`src/rtl/arm_mem_pkg.sv`:
```
// Shared state type, widths and default base address for the ARM data-memory
// to 16-bit SRAM bridge.
package arm_mem_pkg;

  localparam int SRAM_ADDR_W = 18;
  localparam int SRAM_DATA_W = 16;
  localparam int WORD_IDX_W  = SRAM_ADDR_W - 1;

  localparam logic [31:0] DEFAULT_BASE_ADDR = 32'd1024;

  typedef enum logic [1:0] {
    IDLE,
    LOW,
    HIGH,
    DONE
  } mem_state_e;

  // Byte offset of a pipeline address from the start of the SRAM window.
  function automatic logic [31:0] sram_offset(input logic [31:0] address,
                                              input logic [31:0] base);
    return address - base;
  endfunction

endpackage

```
`src/rtl/sram_wait_counter.sv`:
```
// Per-half-word wait counter: counts cycles spent in one SRAM access phase and
// flags the last one.
module sram_wait_counter #(
  parameter int WAIT_CYCLES = 2
) (
  input  logic clk,
  input  logic rst_n,
  input  logic clear,
  input  logic en,
  output logic done
);

  logic [3:0] count;

  always_ff @(posedge clk or negedge rst_n) begin
    if (!rst_n) begin
      count <= '0;
    end else if (clear) begin
      count <= '0;
    end else if (en) begin
      count <= count + 4'd1;
    end
  end

  assign done = (count == 4'(WAIT_CYCLES - 1));

endmodule

```
`src/rtl/sram_controller.sv`:
```
// Splits each 32-bit pipeline load/store into two half-word SRAM accesses.
// Optional macro SRAM_RANGE_CHECK_EN rejects out-of-window or unaligned addresses.
module sram_controller
  import arm_mem_pkg::*;
#(
  parameter int          WAIT_CYCLES = 2,
  parameter logic [31:0] BASE_ADDR   = DEFAULT_BASE_ADDR
) (
  input  logic                   clk,
  input  logic                   rst_n,
  input  logic                   rd_en,
  input  logic                   wr_en,
  input  logic [31:0]            address,
  input  logic [31:0]            write_data,
  output logic [31:0]            read_data,
  output logic                   ready,
  output logic                   addr_err,
  output logic [SRAM_ADDR_W-1:0] sram_addr,
  output logic [SRAM_DATA_W-1:0] sram_dq_out,
  output logic                   sram_dq_oe,
  input  logic [SRAM_DATA_W-1:0] sram_dq_in,
  output logic                   sram_we_n
);

  mem_state_e            state;
  logic                  is_write;
  logic [31:0]           data_q;
  logic [WORD_IDX_W-1:0] idx_q;

  logic                  req;
  logic                  addr_ok;
  logic                  cnt_clear;
  logic                  cnt_en;
  logic                  cnt_done;
  logic [31:0]           offset;
  logic [WORD_IDX_W-1:0] req_idx;

  assign req     = rd_en | wr_en;
  assign offset  = sram_offset(address, BASE_ADDR);
  assign req_idx = offset[WORD_IDX_W+1:2];

`ifdef SRAM_RANGE_CHECK_EN
  assign addr_ok = (offset[31:WORD_IDX_W+2] == '0) && (offset[1:0] == 2'b00);
`else
  // Without the check every address wraps into the window, so the bits that
  // would only feed the range test are deliberately dropped.
  logic unused_offset_bits;
  assign addr_ok            = 1'b1;
  assign unused_offset_bits = ^{offset[31:WORD_IDX_W+2], offset[1:0]};
`endif

  assign ready = (state == DONE) || ((state == IDLE) && !req);

  assign cnt_clear = ((state == IDLE) && req && addr_ok) ||
                     ((state == LOW) && cnt_done);
  assign cnt_en    = (state == LOW) || (state == HIGH);

  sram_wait_counter #(
    .WAIT_CYCLES(WAIT_CYCLES)
  ) u_wait (
    .clk  (clk),
    .rst_n(rst_n),
    .clear(cnt_clear),
    .en   (cnt_en),
    .done (cnt_done)
  );

  // Strobes are registered on the edge entering each phase so they are stable
  // for the whole phase; read halves are captured on the edge that ends it.
  always_ff @(posedge clk or negedge rst_n) begin
    if (!rst_n) begin
      state       <= IDLE;
      is_write    <= 1'b0;
      data_q      <= '0;
      idx_q       <= '0;
      read_data   <= '0;
      sram_addr   <= '0;
      sram_dq_out <= '0;
      sram_dq_oe  <= 1'b0;
      sram_we_n   <= 1'b1;
      addr_err    <= 1'b0;
    end else begin
      addr_err <= 1'b0;
      case (state)
        IDLE: begin
          if (req) begin
            is_write <= wr_en;
            data_q   <= write_data;
            idx_q    <= req_idx;
            if (addr_ok) begin
              state      <= LOW;
              sram_addr  <= {req_idx, 1'b0};
              sram_we_n  <= !wr_en;
              sram_dq_oe <= wr_en;
              if (wr_en) begin
                sram_dq_out <= write_data[15:0];
              end
            end else begin
              state    <= DONE;
              addr_err <= 1'b1;
              if (!wr_en) begin
                read_data <= '0;
              end
            end
          end
        end
        LOW: begin
          if (cnt_done) begin
            state     <= HIGH;
            sram_addr <= {idx_q, 1'b1};
            if (is_write) begin
              sram_dq_out <= data_q[31:16];
            end else begin
              read_data[15:0] <= sram_dq_in;
            end
          end
        end
        HIGH: begin
          if (cnt_done) begin
            state      <= DONE;
            sram_we_n  <= 1'b1;
            sram_dq_oe <= 1'b0;
            if (!is_write) begin
              read_data[31:16] <= sram_dq_in;
            end
          end
        end
        DONE: begin
          state <= IDLE;
        end
      endcase
    end
  end

endmodule

```
`config.mk`:
```
export PLATFORM = sky130hd
export DESIGN_NAME = sram_controller
export DESIGN_NICKNAME = d
export VERILOG_FILES = /design/src/rtl/arm_mem_pkg.sv /design/src/rtl/sram_wait_counter.sv /design/src/rtl/sram_controller.sv
export SDC_FILE = /design/constraint.sdc
export NUM_CORES = 1
export LEC_CHECK = 0
export BUFFER_PORTS_ARGS = -buffer_cell sky130_fd_sc_hd__buf_2
export CORE_MARGIN = 3
export CORE_UTILIZATION = 30
export CTS_BUF_LIST = sky130_fd_sc_hd__clkbuf_8 sky130_fd_sc_hd__clkbuf_16
export DETAILED_ROUTE_END_ITERATION = 8
export SYNTH_ARGS = -nofsm -noshare
export SYNTH_HDL_FRONTEND = slang
export SYNTH_HIERARCHICAL = 1
export SYNTH_SLANG_ARGS = --single-unit
export TNS_END_PERCENT = 100
```
`constraint.sdc`:
```
create_clock -name clk -period 2.83 [get_ports clk]
set_input_delay 0.1415 -clock clk [delete_from_list [all_inputs] [get_ports clk]]
set_output_delay 0.1415 -clock clk [all_outputs]
set_load 0.05 [all_outputs]
```
Word level (Yosys, flattened, before mapping):

Index checks and enable logic that the tools add are counted.
W data, S select, Z words.

* register bits after elaboration: 124
* word-level logic and storage cells: 63

* add/sub/neg operators: 2
* bitwise logic cells: 2
* equality and inequality tests: 9
* mux-type cells: 20
* reductions and logical operators: 19

Operators by type and width (number)
* $mux W16: 4
* $mux W18: 2
* $pmux W18 S2: 1
* $pmux W16 S2: 1
* $sub A19 B11 Y19 const B: 1
* $reduce_and A3 Y1: 5
* $ne A2 B2 Y1 const B: 5
* $mux W4: 2
* $pmux W2 S4: 1
* $mux W2: 3
* $reduce_bool A2 Y1: 3
* $reduce_and A5 Y1: 1
* $add A4 B1 Y4 const B: 1
* $eq A2 B2 Y1 const B: 2
* $eq A4 B1 Y1 const B: 1
* $mux W1: 4
* $pmux W1 S2: 2
* $logic_and A1 B1 Y1: 3
* $logic_or A1 B1 Y1: 3
* $eq A2 B1 Y1 const B: 1
* $logic_not A1 Y1: 2
* $logic_not A2 Y1: 1
* $reduce_and A2 Y1: 1
* $not A1 Y1: 1
* $or A1 B1 Y1: 1

Depth between registers and ports, before layout:

Gate-level depths: netlist of the first run.

* depth after elaboration: 4
* gate-level depth with buffers: 9
* gate-level depth less buffers: 7

Modules after synthesis:

Netlist of the first run, hierarchy kept.

Modules (own cells, without submodules)
* sram_controller: area each 4483.0 um^2, cells an instance 359, instances 1, sequential area each 2603.7 um^2
* sram_wait_counter: area each 221.5 um^2, cells an instance 20, instances 1, sequential area each 100.1 um^2

Worst setup path before layout of the first run:

No wires, ideal clock.

* path type: reg-to-reg
* start point: reg u_wait.count[0]
* end point: reg read_data[10]
* slack: 0.895 ns
* stages on the path, launching flop included: 9
* library setup time: 0.125 ns
* arrival: 1.810 ns
* required time: 2.705 ns
* path buffers: 3
* clock period less this slack: 1.935 ns
* path through: dfrtp_1 > ha_1 > nor3b_1 > buf_2 > and2_1 > nand2b_1 > buf_2 > buf_2 > mux2_2

* cells in the longest elaborated chain, start to end: 2

RTL lines
* from (decl): RTL line sram_wait_counter.sv:13 `logic [3:0] count;`
* from (signal assigned): RTL line sram_wait_counter.sv:21 `count <= count + 4'd1;`
* $eq A4 B1 Y1: RTL line sram_wait_counter.sv:25 `assign done = (count == 4'(WAIT_CYCLES - 1));`
* net cnt_done: RTL line sram_controller.sv:34 `logic cnt_done;`
* $reduce_and A3 Y1 (no line)
* to (signal assigned): RTL line sram_controller.sv:114 `read_data[15:0] <= sram_dq_in;`
* to (decl): RTL line sram_controller.sv:15 `output logic [31:0] read_data,`

The timed path passes the listed nets, and every way through them passes these cells.
A chain may end at the register's enable or synchronous reset.

Final worst setup path of the first run:

* start point: reg state[0]
* end point: out ready

* cells in the longest elaborated chain, start to end: 3
* elaborated cells on any way between the ends: 4
* classes of those cells: eq/ne: 1; reduce/logical: 3

RTL lines
* from (decl): RTL line sram_controller.sv:25 `mem_state_e state;`
* from (signal assigned): RTL line sram_controller.sv:72 `state <= IDLE;`
* from (signal assigned): RTL line sram_controller.sv:91 `state <= LOW;`
* from (signal assigned): RTL line sram_controller.sv:99 `state <= DONE;`
* $logic_not A2 Y1: RTL line sram_controller.sv:52 `assign ready = (state == DONE) || ((state == IDLE) && !req);`
* $logic_and A1 B1 Y1: RTL line sram_controller.sv:52
* $logic_or A1 B1 Y1 (*): RTL line sram_controller.sv:52
* to (decl): RTL line sram_controller.sv:16 `output logic ready,`

Mark *: on every way between the ends. The rest lies on a longest branch, timed or not.

==> impl_metrics.py, run 1 <==
metrics = {
    "status": {
        "status": "finished clean",
    },
    "worst_hold_path": {
        "hold_path.class": "in -> reg",
        "min_from": "write_data[28]",
        "whs_path_depth": 2,
    },
    "floorplanning": {
        "num_io_pins": 154,
        "die_area_sq_um": 17200,
        "coreArea_sq_um": 15300,
        "die_h_microns": 131,
        "rows": 45,
        "initial_core_util_pct": 30.8,
        "die_w_microns": 131,
    },
    "grt": {
        "grt.overflow.total": 0,
        "grt_pass1_vias": 3417,
        "grt_pass1_wl_microns": 17500,
        "track_usage_pct": 12.5,
        "antenna_found_initial": 0,
        "grt_max_degree": 60,
    },
    "power_and_ir_drop": {
        "p_seq_share_pct": 32.3,
        "p_sw_share_pct": 47.6,
        "ir_drop_v": 0.000595,
        "p_leak_nw": 2.76,
        "power_frac_comb_pct": 52.9,
        "p_switching_mw": 4.00,
        "internal_power_mw": 4.41,
        "fin_total_pwr_mw": 8.42,
        "p_per_area_nw_per_um2": 1410,
        "clkPwrFrac_pct": 14.9,
    },
    "sta": {
        "finalCritPeriodShare_pct": 78.0,
        "finalSetupTns_ns": 0,
        "period_needed_ns": 2.21,
        "relSlewSlack_pct": 43.7,
        "finalHoldViolCount": 0,
        "rsz0062_at_grt": "false",
        "setup_viol": 0,
        "holdWs_ns": 0.0216,
        "slew_viol_final": 0,
        "timing.final.ws_setup_ns": 0.622,
        "fmaxAchievable_ghz": 0.453,
        "worst_pin_slew_ns": 0.841,
        "fin_skew_ns": 0.00534,
    },
    "synthesis": {
        "syn_area_sq_um": 4700,
        "yosysMostFrequentCell": "dfrtp_1",
        "ys_seq_elements": 108,
        "synthesis.nets": 471,
        "ys_seq_area_share_pct": 57.5,
        "synthDominantAreaCellType": "dfrtp_1",
        "ys_top_cells_by_count": "dfrtp_1, mux2_2, nand2_1, o21ai_0, mux2i_1",
        "synthArstFlopShare_pct": 100,
        "ys.flop_type": "dfrtp_1",
        "synth_cell_types": 38,
        "synth_warnings": 6,
        "syn_inst": 379,
        "synth_top_area_share_pct": 56.9,
        "yosys-top-cells-area": "dfrtp_1, mux2_2, mux2i_1",
        "synth_area_per_cell_sq_um": 12.4,
        "synth_edf_count": 0,
    },
    "critical_path": {
        "start_kind": "flip-flop",
        "worstSetupStartpoint": "state[0]",
        "worstPathMaxFanout": 10,
        "cp_data_required_time_ns": 2.69,
        "r2r_start": "state[1]",
        "r2r_cells": 8,
        "crit_arrival_ns": 2.07,
        "path_class": "reg -> out",
        "end_kind": "output port",
    },
    "flow_run": {
        "cap_violations": 0,
    },
    "clock_network": {
        "cts_resized": 0,
        "cts_buffer_depth": 2,
        "clk-insertion-delay-late_ns": 0.35,
        "numCtsBuffers": 9,
        "clk_pin_slew_worst_paths_ns": 0.07,
        "cts_tree": "yes",
        "clock_sinks": 108,
        "cts_max_level": 3,
        "clockRootBuffer": "clkbuf_16",
    },
    "finish": {
        "nFillCells": 1504,
        "num-nets-final": 611,
        "diodes": 0,
        "drive_above_1_share_pct": 43.7,
        "areaGrowthSynthToFinish_pct": 26.5,
    },
    "routing": {
        "num_vias": 3286,
        "post-route-drc-count": 0,
        "vias_per_cell": 4.47,
        "wl_per_cell_microns": 14.2,
        "firstDrtPassIters": 4,
        "wl_microns": 10400,
        "ant_nets": 0,
        "dr.first_iter.drc_count": 79,
    },
    "placed_design": {
        "port_buffers": 137,
        "pre_cts_ws_ns": 0.615,
        "dp.final_hpwl_microns": 7390,
        "routabilityCongestion": 0.767,
    },
}
## power groups by stage
stage,Sequential [mW],Combinational (mW),Clock (mW)
2_1_floorplan,4.37,1.87,0
3_3_place_gp,2.70,4.43,0
3_5_place_dp,2.75,4.51,0
4_1_cts,2.73,4.51,1.31
5_1_grt,2.83,4.80,1.37
6_report,2.72,4.45,1.25
## timing repair
item	in CTS	in global routing
hold buffers	4	0
endpoints found under the hold margin	52	0
setup buffers	0	0
## cell families after synthesis
family	Yosys count	synth area share, %
flip-flops	108	57.5
multiplexers	86	20.1
AND/OR/NAND/NOR	78	7.55
AO/OA/AOI/OAI	62	7.71
buffers and inverters	28	3.43
adder cells (fa/ha/maj)	8	2.13
XOR/XNOR	8	1.49
other	1	0.0797
## path summary, 6_finish.rpt
kind                                   end  slack (ns)
hold reg to reg                  idx_q[13]        0.48
max in group asynchronous        sram_we_n        1.71
hold / removal                  data_q[28]        0.02
setup reg to reg            sram_dq_out[9]        0.64
setup / recovery                     ready        0.62
min in group asynchronous  sram_dq_out[12]        0.36
## layout by cell type, fill, tap and decap left out, types with 4 or more instances in the layout
cell type / instances
a21oi_1: 23
buf_2: 136
buf_4: 9
clkbuf_16: 9
dfrtp_1: 107
dlygate4sd3_1: 4
ha_1: 7
inv_1: 9
mux2_2: 57
mux2i_1: 26
nand2_1: 32
nand2b_1: 4
nor2_1: 25
o21ai_0: 27
xnor2_1: 6
## layer usage
layer	global-route usage [%]	vias up	part of all wire, %
li1	-	1590	-
met1	15.4	1589	43
met2	20.5	89	48
met3	4.02	18	6.4
met4	5.08	0	2.1
met5	0	-	0
## final cells by class
cell class              count  area (sq um)  share of cell area, %
flip-flops and latches    108          2700                   45.4
multi-input cells         243          1850                   31.1
repair buffers            150           808                   13.6
well taps                 211           264                   4.44
clock buffers               9           225                   3.79
clock inverters             7          68.8                   1.16
inverters                   7          26.3                  0.442
## registers in the layout, indices dropped and copies added, names as in the netlist
| register | count |
|---|---|
| read_data | 32 |
| sram_dq_out | 16 |
| sram_addr | 18 |
| sram_dq_oe | 1 |
| idx_q | 17 |
| state | 2 |
| sram_we_n | 1 |
| data_q | 16 |
| u_wait/count | 4 |
| is_write | 1 |
## through the flow
| stage | instance area [sq um] | util (%) | cells |
|---|---|---|---|
| finish | 5950 | 39.0 | 735 |
| global placement | 5620 | 36.8 | 715 |
| floorplan | 4700 | - | 379 |
| CTS | 5950 | 39.0 | 735 |
| global route | 5950 | 39.0 | 735 |
| detailed placement | 5620 | 36.8 | 715 |
## critical path, cell delays in order, from the launching register on
cell     delay (ns)
dfrtp_1        0.40
inv_1          0.13
ha_1           0.17
or3b_1         0.54
or2b_1         0.21
buf_2          0.26
No activity file was read; power rests on OpenSTA's default activity.
==> run 2, diff against run 1 <==
- clock period: 2.83 -> 2.3 ns (I/O delays scaled with it)
==> run 2 against run 1 <==
  * First-iteration DRC count increased by 43%
  * Sequential cell count did not move
  * Power grew 25%
  * Clock power is 26% higher
  * Worst setup slack worse by 0.49 ns
  * Sequential power increased by 23%
  * Clock skew is essentially flat
==> impl_metrics.py, run 2 (synthesis gave the netlist of run 1 again) <==
metrics = {
    "status": {
        "status": "finished clean",
    },
    "worst_hold_path": {
        "whs_path_depth": 2,
        "hold_path_end": "read_data[26]",
        "min_from": "sram_dq_in[10]",
        "hold_path.class": "in -> reg",
    },
    "sta": {
        "finalSetupTns_ns": 0,
        "fmaxAchievable_ghz": 0.461,
        "timing.final.ws_setup_ns": 0.129,
        "worst_pin_slew_ns": 0.789,
        "fin_skew_ns": 0.00542,
        "holdWs_ns": 0.0180,
        "slew_viol_final": 0,
        "finalHoldViolCount": 0,
        "relSlewSlack_pct": 47.1,
        "finalCritPeriodShare_pct": 94.4,
        "period_needed_ns": 2.17,
        "rsz0062_at_grt": "false",
        "setup_viol": 0,
    },
    "critical_path": {
        "slowest_stage": "or3b_1",
        "end_kind": "output port",
        "worstPathMaxFanout": 9,
        "r2r_cells": 5,
        "cp_common_cell": "buf_4",
        "crit_path_cell_trace": "inv_1 > ha_2 > or3b_1 > buf_4 > or2b_1 > buf_4",
        "path_depth": 6,
        "path_class": "reg -> out",
        "r2r_slack_ns": 0.30,
        "rr_endpoint": "sram_addr[13]",
        "start_kind": "flip-flop",
        "cp.buffers_inverters": 3,
        "cp_data_required_time_ns": 2.18,
        "max_stage_delay_ns": 0.42,
        "r2r_start": "state[1]",
        "path_delay_family": "simple AND/OR/NAND/NOR gates",
        "crit_arrival_ns": 2.06,
    },
    "floorplanning": {
        "die_w_microns": 131,
        "initial_core_util_pct": 30.8,
        "die_area_sq_um": 17200,
        "die_h_microns": 131,
        "rows": 45,
        "coreArea_sq_um": 15300,
        "num_io_pins": 154,
    },
    "finish": {
        "areaGrowthSynthToFinish_pct": 33.6,
        "reg_top3": "read_data x32, sram_addr x18, idx_q x17",
        "finalNonFillerCells": 765,
        "final_common_cell": "buf_2",
        "largest_reg_flops": 32,
        "layout_common_cells": "buf_2, dfrtp_1, mux2_2",
        "nFillCells": 1441,
        "diodes": 0,
        "top_register": "read_data",
        "num-nets-final": 641,
        "drive_above_1_share_pct": 42.1,
    },
    "placed_design": {
        "routabilityCongestion": 0.769,
        "port_buffers": 137,
        "place_inst": 716,
        "dp.final_hpwl_microns": 7450,
        "pre_cts_ws_ns": 0.253,
    },
    "clock_network": {
        "clk-insertion-delay-late_ns": 0.35,
        "cts_buffer_depth": 2,
        "clk_pin_slew_worst_paths_ns": 0.07,
        "cts_tree": "yes",
        "clock_sinks": 108,
        "numCtsBuffers": 9,
        "cts_max_level": 3,
        "clockRootBuffer": "clkbuf_16",
    },
    "power_and_ir_drop": {
        "ir_drop_v": 0.000651,
        "p_per_area_nw_per_um2": 1680,
        "p_leak_nw": 2.89,
    },
    "flow_run": {
        "cap_violations": 0,
    },
    "routing": {
        "dr.first_iter.drc_count": 113,
        "wl_met2_microns": 5500,
        "route.met3.wl_microns": 553,
        "wl_microns": 10900,
        "wl_per_cell_microns": 14.2,
        "post-route-drc-count": 0,
        "highest_layer": "met4",
        "vias_per_cell": 4.46,
        "ant_nets": 0,
        "num_vias": 3413,
        "wl_met1_microns": 4670,
        "firstDrtPassIters": 4,
    },
    "grt": {
        "grt_max_degree": 69,
        "antenna_found_initial": 0,
        "grt_pass1_wl_microns": 17900,
        "grt_pass1_vias": 3603,
        "track_usage_pct": 12.8,
        "grt.overflow.total": 0,
    },
}
-- run 2: changes by cell type in the layout (fill, tap and decap cells not counted) --
cell           previous run  this run
clkinv_4                  0         1
inv_6                     0         1
buf_12                    1         3
ha_2                      1         2
ha_1                      7         6
dlygate4sd3_1             4        33
buf_2                   136       135
inv_1                     9         7
inv_2                     0         1
clkinvlp_4                2         1
-- run 2: final cells by class --
type	count	area (sq um)	area share [%]
Clock inverter	7	75.1	1.19
Sequential cell	108	2700	43.0
Clock buffer	9	225	3.58
Multi-Input combinational cell	243	1860	29.5
Inverter	7	26.3	0.418
Tap cell	211	264	4.20
Timing Repair Buffer	180	1130	18.0
-- run 2: stage by stage --
| step | total power [mW] | utilization (%) | instance area, sq um |
|---|---|---|---|
| 3_5_place_dp | 9.01 | 37.0 | 5650 |
| 2_1_floorplan | 7.67 | - | 4700 |
| 6_report | 10.5 | 41.2 | 6280 |
| 3_3_place_gp | 8.82 | 37.0 | 5650 |
| 5_1_grt | 11.2 | 41.2 | 6280 |
| 4_1_cts | 10.7 | 41.2 | 6280 |
-- run 2: worst max-delay path by stage --
stage | endpoint | slack (ns) | from
2_1_floorplan | read_data[10] | 0.37 | u_wait/count[0]
3_3_place_gp | sram_addr[13] | 0.30 | state[0]
3_5_place_dp | sram_addr[13] | 0.25 | state[0]
4_1_cts | ready | 0.06 | state[0]
5_1_grt | ready | 0.008 | state[1]
6_report | ready | 0.13 | state[1]
-- run 2: timing repair --
item,in CTS,in global routing
hold buffers,33,0
endpoints found under the setup margin,1,1
gates resized for setup,1,2
buffers inserted,0,0
hold endpoints to repair,81,0
cloned,0,0
-- run 2: layer usage --
layer | vias to the layer above | GRT usage [%]
met4 | 0 | 3.85
met2 | 82 | 22.1
li1 | 1651 | -
met3 | 12 | 3.64
met1 | 1668 | 15.4
met5 | - | 0
-- run 2: power by group --
group          leakage [nW]  internal [mW]  switching [mW]  total (mW)
clock                 0.149          0.853           0.725        1.58
combinational          1.46           1.82            3.81        5.62
sequential             1.28           2.87           0.479        3.35
==> run 3, diff against run 2 <==
- CORE_MARGIN: 3 -> 4
==> run 3 against run 2 <==
  * Non-clock buffer count rose by 4
  * Hold slack improved by 0.0025 ns
  * Routed wire length rose by 0.90%
  * Via count rose by 0.85%
  * Register-to-register slack improved by 0.02 ns
  * Power fell by 1.4%
  * Final cell count rose by 0.39%
  * Critical path type unchanged
  * Sequential share of layout area barely moved
  * Count of clock-buffer cells in the layout did not move
  * Sequential power barely moved
  * Critical endpoint unchanged
  * Die area rose by 3.1%
  * Largest power group unchanged
  * Global-route usage fell by 0.33 points
==> impl_metrics.py, run 3 (synthesis gave the netlist of run 1 again) <==
metrics = {
    "routing": {
        "post-route-drc-count": 0,
        "ant_nets": 0,
        "vias_per_cell": 4.48,
        "wl_per_cell_microns": 14.3,
        "dr.first_iter.drc_count": 97,
        "firstDrtPassIters": 4,
        "wl_microns": 11000,
        "num_vias": 3442,
    },
    "power_and_ir_drop": {
        "fin_total_pwr_mw": 10.4,
        "power_frac_comb_pct": 53.7,
        "internal_power_mw": 5.41,
        "p_per_area_nw_per_um2": 1660,
        "p_leak_nw": 2.90,
        "p_switching_mw": 4.99,
        "p_seq_share_pct": 32.2,
        "ir_drop_v": 0.000910,
        "p_sw_share_pct": 48.0,
        "clkPwrFrac_pct": 14.1,
    },
    "sta": {
        "rsz0062_at_grt": "false",
        "finalHoldViolCount": 0,
        "fmaxAchievable_ghz": 0.483,
        "holdWs_ns": 0.0205,
        "relSlewSlack_pct": 45.9,
        "setup_viol": 0,
        "finalCritPeriodShare_pct": 89.9,
        "period_needed_ns": 2.07,
        "worst_pin_slew_ns": 0.808,
        "finalSetupTns_ns": 0,
        "slew_viol_final": 0,
        "fin_skew_ns": 0.0101,
    },
    "critical_path": {
        "path_class": "reg -> out",
        "worstPathMaxFanout": 10,
        "r2r_slack_ns": 0.32,
        "worstSetupStartpoint": "state[0]",
        "r2r_cells": 7,
        "rr_endpoint": "read_data[7]",
        "path_delay_family": "simple AND/OR/NAND/NOR gates",
        "slowest_stage": "or3b_4",
        "max_stage_delay_ns": 0.45,
        "r2r_start": "u_wait/count[0]",
        "start_kind": "flip-flop",
        "cp.buffers_inverters": 2,
        "cp_data_required_time_ns": 2.18,
        "crit_path_cell_trace": "inv_1 > ha_1 > or3b_4 > or2b_1 > buf_2",
        "end_kind": "output port",
        "crit_arrival_ns": 1.95,
    },
    "finish": {
        "final_common_cell": "buf_2",
        "nFillCells": 1507,
        "drive_above_1_share_pct": 42.0,
        "reg_top3": "read_data x32, sram_addr x18, idx_q x17",
        "num-nets-final": 645,
        "largest_reg_flops": 32,
        "layout_common_cells": "buf_2, dfrtp_1, mux2_2",
        "diodes": 0,
        "finalNonFillerCells": 768,
        "final_area_sq_um": 6280,
        "areaGrowthSynthToFinish_pct": 33.5,
        "top_register": "read_data",
    },
    "status": {
        "status": "finished clean",
    },
    "floorplanning": {
        "die_area_sq_um": 17700,
        "num_io_pins": 154,
        "die_w_microns": 133,
        "rows": 45,
        "initial_core_util_pct": 30.8,
        "die_h_microns": 133,
        "coreArea_sq_um": 15300,
    },
    "clock_network": {
        "clockRootBuffer": "clkbuf_16",
        "clock_sinks": 108,
        "clk-insertion-delay-late_ns": 0.35,
        "clk_pin_slew_worst_paths_ns": 0.07,
        "cts_tree": "yes",
        "cts_buffer_depth": 2,
        "cts_max_level": 3,
        "numCtsBuffers": 9,
        "cts_setup_buffers": 0,
    },
    "grt": {
        "antenna_found_initial": 0,
        "track_usage_pct": 12.4,
        "grt.overflow.total": 0,
        "grt_pass1_vias": 3578,
        "grt_pass1_wl_microns": 17800,
        "grt_max_degree": 50,
    },
    "placed_design": {
        "place_inst": 718,
        "port_buffers": 137,
        "dp.final_hpwl_microns": 7770,
        "routabilityCongestion": 0.754,
        "post_dp_cell_area_sq_um": 5650,
    },
    "worst_hold_path": {
        "min_from": "address[8]",
        "hold_path_end": "idx_q[6]",
        "whs_path_depth": 2,
        "hold_path.class": "in -> reg",
    },
    "flow_run": {
        "cap_violations": 0,
    },
}
-- run 3: changes by cell type in the layout (fill, tap and decap cells not counted), sizes merged --
cell         before  now
clkinv            2    3
inv              10    9
dlygate4sd3      33   35
buf             147  149
bufinv            1    0
-- run 3: area by class of cell --
class,count,area (sq um),share of cell area [%]
clock inverter,6,50.0,0.797
multi-input combinational,243,1860,29.6
clock buffer,9,225,3.59
timing repair buffer,184,1150,18.4
tap,211,264,4.20
inverter,7,26.3,0.418
sequential,108,2700,43.1
-- run 3: worst max-delay path by stage --
| stage | end | slack (ns) | cells after the start |
|---|---|---|---|
| 6_report | ready | 0.23 | 5 |
| 5_1_grt | ready | 0.10 | 5 |
| 4_1_cts | ready | 0.08 | 5 |
| 3_5_place_dp | sram_addr[7] | 0.25 | 6 |
| 3_3_place_gp | sram_addr[9] | 0.30 | 6 |
| 2_1_floorplan | read_data[10] | 0.37 | 8 |
-- run 3: stage by stage --
step / util (%) / setup slack (ns)
finish: 41.1 / 0.232
global route: 41.1 / 0.101
CTS: 41.1 / 0.0838
detailed placement: 37.0 / 0.247
global placement: 37.0 / 0.305
floorplan: - / 0.365
-- run 3: power by group through the flow --
stage / logic, mW / clock network, mW / registers (mW)
after floorplan: 2.29 / 0 / 5.37
after global placement: 5.50 / 0 / 3.33
after detailed placement: 5.62 / 0 / 3.39
after CTS: 5.67 / 1.53 / 3.37
after global routing: 5.99 / 1.60 / 3.48
final: 5.59 / 1.46 / 3.35
-- run 3: what timing repair did --
item	CTS	global route
endpoints found under the hold margin	80	0
hold buffers	35	0
resized for setup	0	1
endpoints found under the setup margin	0	1
-- run 3: per-layer routing --
metal | up-vias | wire (microns) | GRT usage (%)
li1 | 1655 | - | -
met3 | 14 | 695 | 4.04
met1 | 1680 | 4620 | 14.8
met2 | 93 | 5460 | 21.2
met5 | - | 0 | 0
met4 | 0 | 183 | 4.29
